--- src/rtl/axis_dominance_tracker.sv ---
// Purpose: picks the dominant accelerometer axis by |sample|, with hysteresis and stability filtering.
// Latency: outputs and RESCAN update NCH edges after the accept edge; RESCAN is high for exactly one cycle.
// Backpressure: TIC/COMPLETED are ignored while BUSY; the sample set is latched on accept.
module axis_dominance_tracker #(
    parameter int WIDTH  = 16,
    parameter int NCH    = 3,
    parameter int HYST   = 64,
    parameter int STABLE = 2,
    localparam int IW    = (NCH > 1) ? $clog2(NCH) : 1
) (
    input  logic                 MCLK,
    input  logic                 nRST,
    input  logic                 TIC,
    input  logic                 COMPLETED,
    input  logic [NCH*WIDTH-1:0] DATA,
    output logic                 RESCAN,
    output logic                 BUSY,
    output logic [NCH-1:0]       LED_N,
    output logic                 SIGN_N,
    output logic [IW-1:0]        DOM_IDX,
    output logic                 DOM_VALID
);

    // Stability counter only needs to reach STABLE.
    localparam int CW = (STABLE > 1) ? $clog2(STABLE + 1) : 1;

    typedef enum logic [1:0] {
        S_IDLE,
        S_SCAN,
        S_DECIDE,
        S_ACK
    } state_t;

    // Absolute value as unsigned WIDTH bits; the most negative value maps to 2^(WIDTH-1).
    function automatic logic [WIDTH-1:0] mag_of(input logic [WIDTH-1:0] x);
        return x[WIDTH-1] ? (~x + WIDTH'(1)) : x;
    endfunction

    // Extracts channel c from a packed sample set (channel 0 in the LSBs).
    function automatic logic [WIDTH-1:0] chan(input logic [NCH*WIDTH-1:0] d, input logic [IW-1:0] c);
        return d[c*WIDTH +: WIDTH];
    endfunction

    state_t               state_q,     state_d;
    logic [NCH*WIDTH-1:0] data_q,      data_d;
    logic [IW-1:0]        idx_q,       idx_d;
    logic [IW-1:0]        best_q,      best_d;
    logic [WIDTH-1:0]     bestmag_q,   bestmag_d;
    logic [IW-1:0]        pend_q,      pend_d;
    logic [CW-1:0]        cnt_q,       cnt_d;
    logic [IW-1:0]        dom_idx_q,   dom_idx_d;
    logic                 dom_valid_q, dom_valid_d;
    logic [NCH-1:0]       led_n_q,     led_n_d;
    logic                 sign_n_q,    sign_n_d;
    logic                 rescan_q,    rescan_d;
    logic                 busy_q,      busy_d;

    logic [WIDTH-1:0]     scan_mag;
    logic [WIDTH-1:0]     dom_mag;
    logic [WIDTH:0]       dom_thresh;
    logic [IW-1:0]        win;
    logic [WIDTH-1:0]     dom_smp;

    assign scan_mag   = mag_of(chan(data_q, idx_q));
    assign dom_mag    = mag_of(chan(data_q, dom_idx_q));
    // One extra bit so the hysteresis threshold can never wrap.
    assign dom_thresh = {1'b0, dom_mag} + (WIDTH+1)'(HYST);

    // Next-state and datapath updates for the scan/decide sequencer.
    always_comb begin
        state_d     = state_q;
        data_d      = data_q;
        idx_d       = idx_q;
        best_d      = best_q;
        bestmag_d   = bestmag_q;
        pend_d      = pend_q;
        cnt_d       = cnt_q;
        dom_idx_d   = dom_idx_q;
        dom_valid_d = dom_valid_q;
        led_n_d     = led_n_q;
        sign_n_d    = sign_n_q;
        rescan_d    = rescan_q;
        busy_d      = busy_q;
        win         = best_q;
        dom_smp     = '0;

        case (state_q)
            S_IDLE: begin
                if (TIC && COMPLETED) begin
                    // Channel 0 seeds the running maximum; the scan starts at channel 1.
                    data_d    = DATA;
                    best_d    = '0;
                    bestmag_d = mag_of(DATA[WIDTH-1:0]);
                    idx_d     = IW'(1);
                    busy_d    = 1'b1;
                    state_d   = (NCH > 1) ? S_SCAN : S_DECIDE;
                end
            end

            S_SCAN: begin
                // Strict compare keeps the lowest index on ties.
                if (scan_mag > bestmag_q) begin
                    best_d    = idx_q;
                    bestmag_d = scan_mag;
                end
                if (idx_q == IW'(NCH - 1)) begin
                    state_d = S_DECIDE;
                end else begin
                    idx_d = idx_q + IW'(1);
                end
            end

            S_DECIDE: begin
                // A challenger must beat the committed channel by more than HYST.
                if (dom_valid_q && (best_q != dom_idx_q) && ({1'b0, bestmag_q} <= dom_thresh)) begin
                    win = dom_idx_q;
                end

                if (dom_valid_q && (win == dom_idx_q)) begin
                    cnt_d = '0;
                end else if (win == pend_q) begin
                    cnt_d = (cnt_q == CW'(STABLE)) ? cnt_q : cnt_q + CW'(1);
                end else begin
                    pend_d = win;
                    cnt_d  = CW'(1);
                end

                if (cnt_d == CW'(STABLE)) begin
                    dom_idx_d   = win;
                    dom_valid_d = 1'b1;
                    cnt_d       = '0;
                end

                // Display reflects the post-decision committed channel.
                dom_smp = chan(data_q, dom_idx_d);
                if (dom_valid_d) begin
                    led_n_d  = ~(NCH'(1) << dom_idx_d);
                    sign_n_d = ~dom_smp[WIDTH-1];
                end else begin
                    led_n_d  = '1;
                end

                rescan_d = 1'b1;
                state_d  = S_ACK;
            end

            S_ACK: begin
                rescan_d = 1'b0;
                busy_d   = 1'b0;
                state_d  = S_IDLE;
            end

            default: begin
                state_d = S_IDLE;
            end
        endcase
    end

    // State and datapath registers; asynchronous reset aborts any scan in flight.
    always_ff @(posedge MCLK or negedge nRST) begin
        if (!nRST) begin
            state_q     <= S_IDLE;
            data_q      <= '0;
            idx_q       <= '0;
            best_q      <= '0;
            bestmag_q   <= '0;
            pend_q      <= '0;
            cnt_q       <= '0;
            dom_idx_q   <= '0;
            dom_valid_q <= 1'b0;
            led_n_q     <= '1;
            sign_n_q    <= 1'b1;
            rescan_q    <= 1'b0;
            busy_q      <= 1'b0;
        end else begin
            state_q     <= state_d;
            data_q      <= data_d;
            idx_q       <= idx_d;
            best_q      <= best_d;
            bestmag_q   <= bestmag_d;
            pend_q      <= pend_d;
            cnt_q       <= cnt_d;
            dom_idx_q   <= dom_idx_d;
            dom_valid_q <= dom_valid_d;
            led_n_q     <= led_n_d;
            sign_n_q    <= sign_n_d;
            rescan_q    <= rescan_d;
            busy_q      <= busy_d;
        end
    end

    assign RESCAN    = rescan_q;
    assign BUSY      = busy_q;
    assign LED_N     = led_n_q;
    assign SIGN_N    = sign_n_q;
    assign DOM_IDX   = dom_idx_q;
    assign DOM_VALID = dom_valid_q;

endmodule

--- config.mk ---
export PLATFORM = sky130hd
export DESIGN_NAME = axis_dominance_tracker
export DESIGN_NICKNAME = d
export VERILOG_FILES = /design/src/rtl/axis_dominance_tracker.sv
export SDC_FILE = /design/constraint.sdc
export NUM_CORES = 1
export LEC_CHECK = 0
export ABC_AREA = 0
export CAP_MARGIN = 30
export CORE_ASPECT_RATIO = 1.4
export CORE_MARGIN = 2
export CORE_UTILIZATION = 53
export CTS_CLUSTER_DIAMETER = 40
export CTS_CLUSTER_SIZE = 10
export DETAILED_ROUTE_END_ITERATION = 8
export PLACE_DENSITY_LB_ADDON = 0.05
export SLEW_MARGIN = 30
export SYNTH_ARGS = -nofsm -noshare
export SYNTH_HDL_FRONTEND = slang
export SYNTH_SLANG_ARGS = --single-unit
--- constraint.sdc ---
create_clock -name MCLK -period 5.1 [get_ports MCLK]
set_clock_uncertainty 0.15 [all_clocks]
set_input_delay 0.51 -clock MCLK [delete_from_list [all_inputs] [get_ports MCLK]]
set_output_delay 0.51 -clock MCLK [all_outputs]
set_load 0.01 [all_outputs]
# Word level (Yosys, flattened, before mapping)
# Index checks and enable logic that the tools add are counted.
word_totals:
  input_bits: 52
  ff_bits: 83
  elab_cells: 89
op_classes:
  shifts: 4
  n_addsub: 6
  eq_ne: 13
  n_reduce_logical: 15
  n_mux: 29
  bitwise: 7
  magnitude_cmp: 2
op_table:
  columns: ["cell", "n"]
  rows:
  - ["$shiftx 48x7->16", 3]
  - ["$mux 16", 5]
  - ["$add 16x1->16 const B", 3]
  - ["$not 16->16", 3]
  - ["$pmux 16 s2", 1]
  - ["$mux 2", 14]
  - ["$add 16x7->17 const B", 1]
  - ["$le 16x17->1", 1]
  - ["$gt 16x16->1", 1]
  - ["$eq 2x2->1 const B", 5]
  - ["$reduce_and 3->1", 3]
  - ["$ne 2x2->1 const B", 4]
  - ["$pmux 2 s2", 2]
  - ["$pmux 2 s4", 1]
  - ["$reduce_and 2->1", 4]
  - ["$reduce_bool 2->1", 3]
  - ["$add 2x1->2 const B", 2]
  - ["$eq 2x2->1", 2]
  - ["$logic_and 1x1->1", 4]
  - ["$pmux 1 s2", 2]
  - ["$mux 1", 3]
  - ["$mux 3", 1]
  - ["$not 1->1", 3]
  - ["$not 3->3", 1]
  - ["other kinds (4)", 4]

# Depth between registers and ports, before layout
logic_depth:
  word_depth: 19
  mapped_depth: 28
  depth_no_buf: 23

# Worst setup path before layout
# No wires, ideal clock.
synth_timing:
  path_kind: "flip-flop to flip-flop"
  startpoint: "register dom_idx_q[0], in the netlist DOM_IDX[0]"
  endpoint: "register dom_idx_q[0], in the netlist DOM_IDX[0]"
  setup_slack_ns: -0.236
  stages_incl_launch_ff: 25
  arrival_time_ns: 5.061
  setup_time_ns: 0.125
  period_less_slack_ns: 5.336
  path_cell_list: "dfrtp_1 buf_4 clkbuf_1 nor2_1 a21oi_1 clkbuf_1 clkbuf_1 nor2_1 xnor2_1 ha_1 nand3_1 or3_4 nor3_2 xnor2_1 ha_1 nand4_1 nor4_1 o211ai_1 o41ai_2 a211oi_1 or2_1 nor4b_2 buf_4 and2_1 mux2_2"
synth_between:
  elab_chain_len: 16
  elab_cells_between_ends: 20
synth_lines:
  columns: ["element", "line", "rtl"]
  rows:
  - ["start: declaration", "51", "logic [IW-1:0] dom_idx_q, dom_idx_d;"]
  - ["start signal: assignment", "183", "dom_idx_q <= dom_idx_d;"]
  - ["$shiftx 48x7->16", "41", "return d[c*WIDTH +: WIDTH];"]
  - ["$not 16->16", "36", "return x[WIDTH-1] ? (~x + WIDTH'(1)) : x;"]
  - ["$add 16x1->16", "36", null]
  - ["$mux 16", "36", null]
  - ["$add 16x7->17", "67", "assign dom_thresh = {1'b0, dom_mag} + (WIDTH+1)'(HYST);"]
  - ["$le 16x17->1", "115", "if (dom_valid_q && (best_q != dom_idx_q) && ({1'b0, bestmag_q} <= dom_thresh)) begin"]
  - ["$logic_and 1x1->1", "115", null]
  - ["$mux 2", "115", null]
  - ["$mux 2", "87", "case (state_q)"]
  - ["$eq 2x2->1, on equally long branches", "121, 119", null]
  - ["$mux 2 / $logic_and 1x1->1 (equally long branches)", "121, 119", null]
  - ["$mux 2", "119", "if (dom_valid_q && (win == dom_idx_q)) begin"]
  - ["$mux 2", "87", null]
  - ["$eq 2x2->1", "128", "if (cnt_d == CW'(STABLE)) begin"]
  - ["$mux 2 (*)", "128", null]
  - ["$mux 2 (*)", "87", null]
# Every way passes the cells marked *; elsewhere a longest branch is shown, timed or not. The select of a mux whose other input is x is not followed.
# A chain may end at the register's enable or synchronous reset.

# Worst setup path in the final report
layout_timing:
  startpoint: "register dom_idx_q[1], in the netlist DOM_IDX[1]"
  endpoint: "register sign_n_q, in the netlist SIGN_N"
layout_between:
  elab_chain_len: 18
  elab_cells_between_ends: 25
layout_lines:
  columns: ["element", "line", "rtl"]
  rows:
  - ["$shiftx 48x7->16", "41", null]
  - ["$not 16->16", "36", null]
  - ["$add 16x1->16", "36", null]
  - ["$mux 16", "36", null]
  - ["$add 16x7->17", "67", null]
  - ["$le 16x17->1", "115", null]
  - ["$logic_and 1x1->1", "115", null]
  - ["$mux 2", "115", null]
  - ["(+2 left out)", null, null]
  - ["$mux 2 / $logic_and 1x1->1 (equally long branches)", "121, 119", null]
  - ["$mux 2", "119", null]
  - ["$mux 2", "87", null]
  - ["$eq 2x2->1", "128", null]
  - ["$mux 2", "128", null]
  - ["$mux 2", "87", null]
  - ["$shiftx 48x7->16", "41", null]
  - ["$not 1->1", "138", "sign_n_d = ~dom_smp[WIDTH-1];"]
  - ["end signal: assignment", "186", "sign_n_q <= sign_n_d;"]
  - ["end: declaration", "54", "logic sign_n_q, sign_n_d;"]
# Parallel ways exist; a longest one is shown, timed or not. The select of a mux whose other input is x is not followed.

==> metrics <==
status=finished with violations; violated checks=negative setup slack; Global Route Usage Sum=26.76%; busiest layer in global routing=met2; Final GP Congestion=0.9885; detailed-route wire length=17660 µm; MaxCap Viol Count=0; Avg Synthesized Cell Area=slightly above 9 µm²; final worst path period need=5306 ps; Die Width=96.87 µm; endpoints failing hold=0; Critical Path Sink Type=flop; pin count of the biggest net entering global routing=84; cts hold-fix bufs=0; Via density=slightly below 6; main flop type after synthesis=dfrtp_1; data arrival time of the critical path=5410 ps; Area Growth Syn to Fin=26.59%; area share of the largest cell type after synthesis=30.89%; post-DP HPWL=13210 µm; CP max stage delay=approximately 460 ps; final worst setup slack=-206.0 ps; Core Rows=47; critical path's top delay family=simple AND/OR/NAND/NOR gates; Post-DRT Antenna Nets=0; CORE AREA=11820 µm²; slew at the pin closest to its max-slew limit=818.0 ps; # setup viols final=7; met1 global-route usage=between 20% and 30%; initial antenna violation count=0; CTS Buf Count=9; WS Path Type=flop to flop; number of synthesis warnings=0; Clk Latency, worst-skew pair=around 350 ps; fin crit share=104.0%; number of diodes=0; total gr overflow=0; CP max stage cell=nor4_2; Die Ht=about 130 µm; WP buf/inv=6; global routing usage on met2=48.88%; DIE AREA=around 13000 µm²; routed vias=5504; most frequent CP cell=buf_6; Req. time, crit path=roughly 5200 ps; WL/cell=between 15 and 20 µm; Yosys reg bits=83; pre-CTS setup slack=-134.7 ps; Initial Util=54.14%; vias in the first global route=about 5400; Root Buffer=clkbuf_16; Cell Area, Synth=6400 µm²; min-delay worst type=input pin to asynchronous set/reset pin; Register Area=2085 µm²; final hold slack=12.44 ps; RSZ-0062 raised after global routing=yes; Port Buffers=60; IO Pins=between 60 and 70; H-tree lvl count=3; first-pass GRT wire length=27390 µm; Post-synth ARST share=between 90% and 100%; initial DRC count=about 230; Clock transition at path regs=70 ps; top area cells in the synthesized netlist=dfrtp_1 31%, mux2_2 9.0%, ha_1 8.4%, mux2i_1 8.1%, xnor2_1 3.7%; Total Nets Final=885; CTS Sinks=83; Netlist cell types=74; Bufs on Longest Clock Path=2; Syn Nets=779; Post-route DRC=0; commonest non-fill, non-tap cell in the layout=dfrtp_1; maximum clock frequency=around 190 MHz; CP Max Fanout=6; met3 Usage GRT=between 2 and 3%; share of layout cells above drive strength 1=~26%; fin. max-slew vios=0; Multi-input gate area=4232 µm²; startpoint types=flop; drt pass-1 iters=4; Synth Instances=684; Seq/Total Area, Yosys=between 30 and 40%; setup_tns=-772.8 ps; Filler cells=930; commonest non-fill, non-tap cells in the layout=77 x dfrtp_1, 60 x buf_4, 59 x clkdlybuf4s50_1; relative slew slack=45.47%; post-synth top area cell=dfrtp_1; number of synthesized flops with an enable pin=0; CTS tree=built
==> cell usage after synthesis (all sizes together), types with 2 or more instances <==
library cell / number
dfrtp: 79
o21bai: 2
dfstp: 4
or3: 2
o2bb2ai: 9
and3: 3
and2: 4
xor2: 21
or2: 3
xnor2: 28
o2111ai: 2
mux2i: 52
inv: 37
a21oi: 45
o211ai: 3
o22a: 6
o22ai: 13
clkbuf: 16
nand2b: 10
nor2b: 10
nor4: 6
ha: 43
o31ai: 5
nand2: 60
or4: 5
mux2: 51
a21boi: 3
o41ai: 4
nor3: 10
and4: 3
o21ai: 28
buf: 18
a31oi: 4
nand3: 10
nor2: 61
nand4: 7
==> metal layers <==
| layer | vias to the layer above | wire length (µm) |
|---|---|---|
| met5 | - | 0 |
| met4 | 0 | 1032 |
| met3 | 47 | 426 |
| met2 | 128 | 9391 |
| met1 | 2672 | 6811 |
| li1 | 2657 | - |
==> metrics by stage <==
stage          instance area [µm²]  cells  util (%)
2_1_floorplan                 6445    684         -
3_3_place_gp                  7410    905     62.69
3_5_place_dp                  7413    905     62.72
4_1_cts                       7812    931     66.10
5_1_grt                       8102    942     68.54
6_report                      8102    942     68.54
==> worst register-to-register path, cell delays in order, from the launching register on <==
cell and delay [ps]:
dfrtp_2 450, buf_6 140, nor2b_4 250, o2bb2ai_4 180, inv_2 70, ha_4 160
and3_4 180, buf_6 130, a21oi_2 120, xor2_1 240, nand3_2 110, or3_4 370
xnor2_2 150, ha_1 310, nand4_1 130, a311oi_1 70, buf_4 160, nor4_2 460
a211oi_1 110, or2_1 270, nor4b_4 220, buf_4 170, buf_6 110, mux2i_2 250
a21oi_2 60, o41ai_2 200
==> worst paths after layout <==
check / to / cells past startpoint / from / slack (ps)
setup / recovery: SIGN_N / 25 / DOM_IDX[1] / -210
hold / removal: RESCAN / 1 / nRST / 10
setup reg to reg: SIGN_N / 25 / DOM_IDX[1] / -210
hold reg to reg: RESCAN / 2 / RESCAN / 340
max in group asynchronous: DOM_IDX[1] / 1 / nRST / 4110
min in group MCLK: RESCAN / 2 / RESCAN / 340
==> kinds of logic after synthesis <==
kind of cell,synth area share [%]
muxes,17.11
DFF,32.53
buffers and inverters,5.279
and+or+nand+nor,15.33
xor gates and xnor gates,6.941
AOI/OAI and AO/OA,14.41
adders and majority gates,8.407
==> sequential cells by signal (all words and copies together) (netlist names) <==
signal and cells:
BUSY 1, DOM_IDX 2, DOM_VALID 1, LED_N 3, RESCAN 1, SIGN_N 1
best_q 2, bestmag_q 16, cnt_q 2, data_q 48, idx_q 2, pend_q 2
state_q 2
==> cell type report <==
type / count / share of cell area (%)
Tap cell: 147 / 2.270
Timing Repair Buffer: 129 / 14.63
Multi-Input combinational cell: 530 / 52.23
Clock inverter: 6 / 0.6023
Sequential cell: 83 / 25.73
Inverter: 37 / 1.714
Clock buffer: 10 / 2.826
==> repair_timing <==
| action | 4_1_cts | 5_1_grt |
|---|---|---|
| cloned | 0 | 1 |
| endpoints found under the setup margin | 4 | 11 |
| setup buffers | 10 | 10 |
| pin swaps | 11 | 24 |
| resized for setup | 9 | 38 |
Power is left out: the tool's default activity adds up to more than one toggle a clock period on the data nets, which glitch-free logic cannot reach.
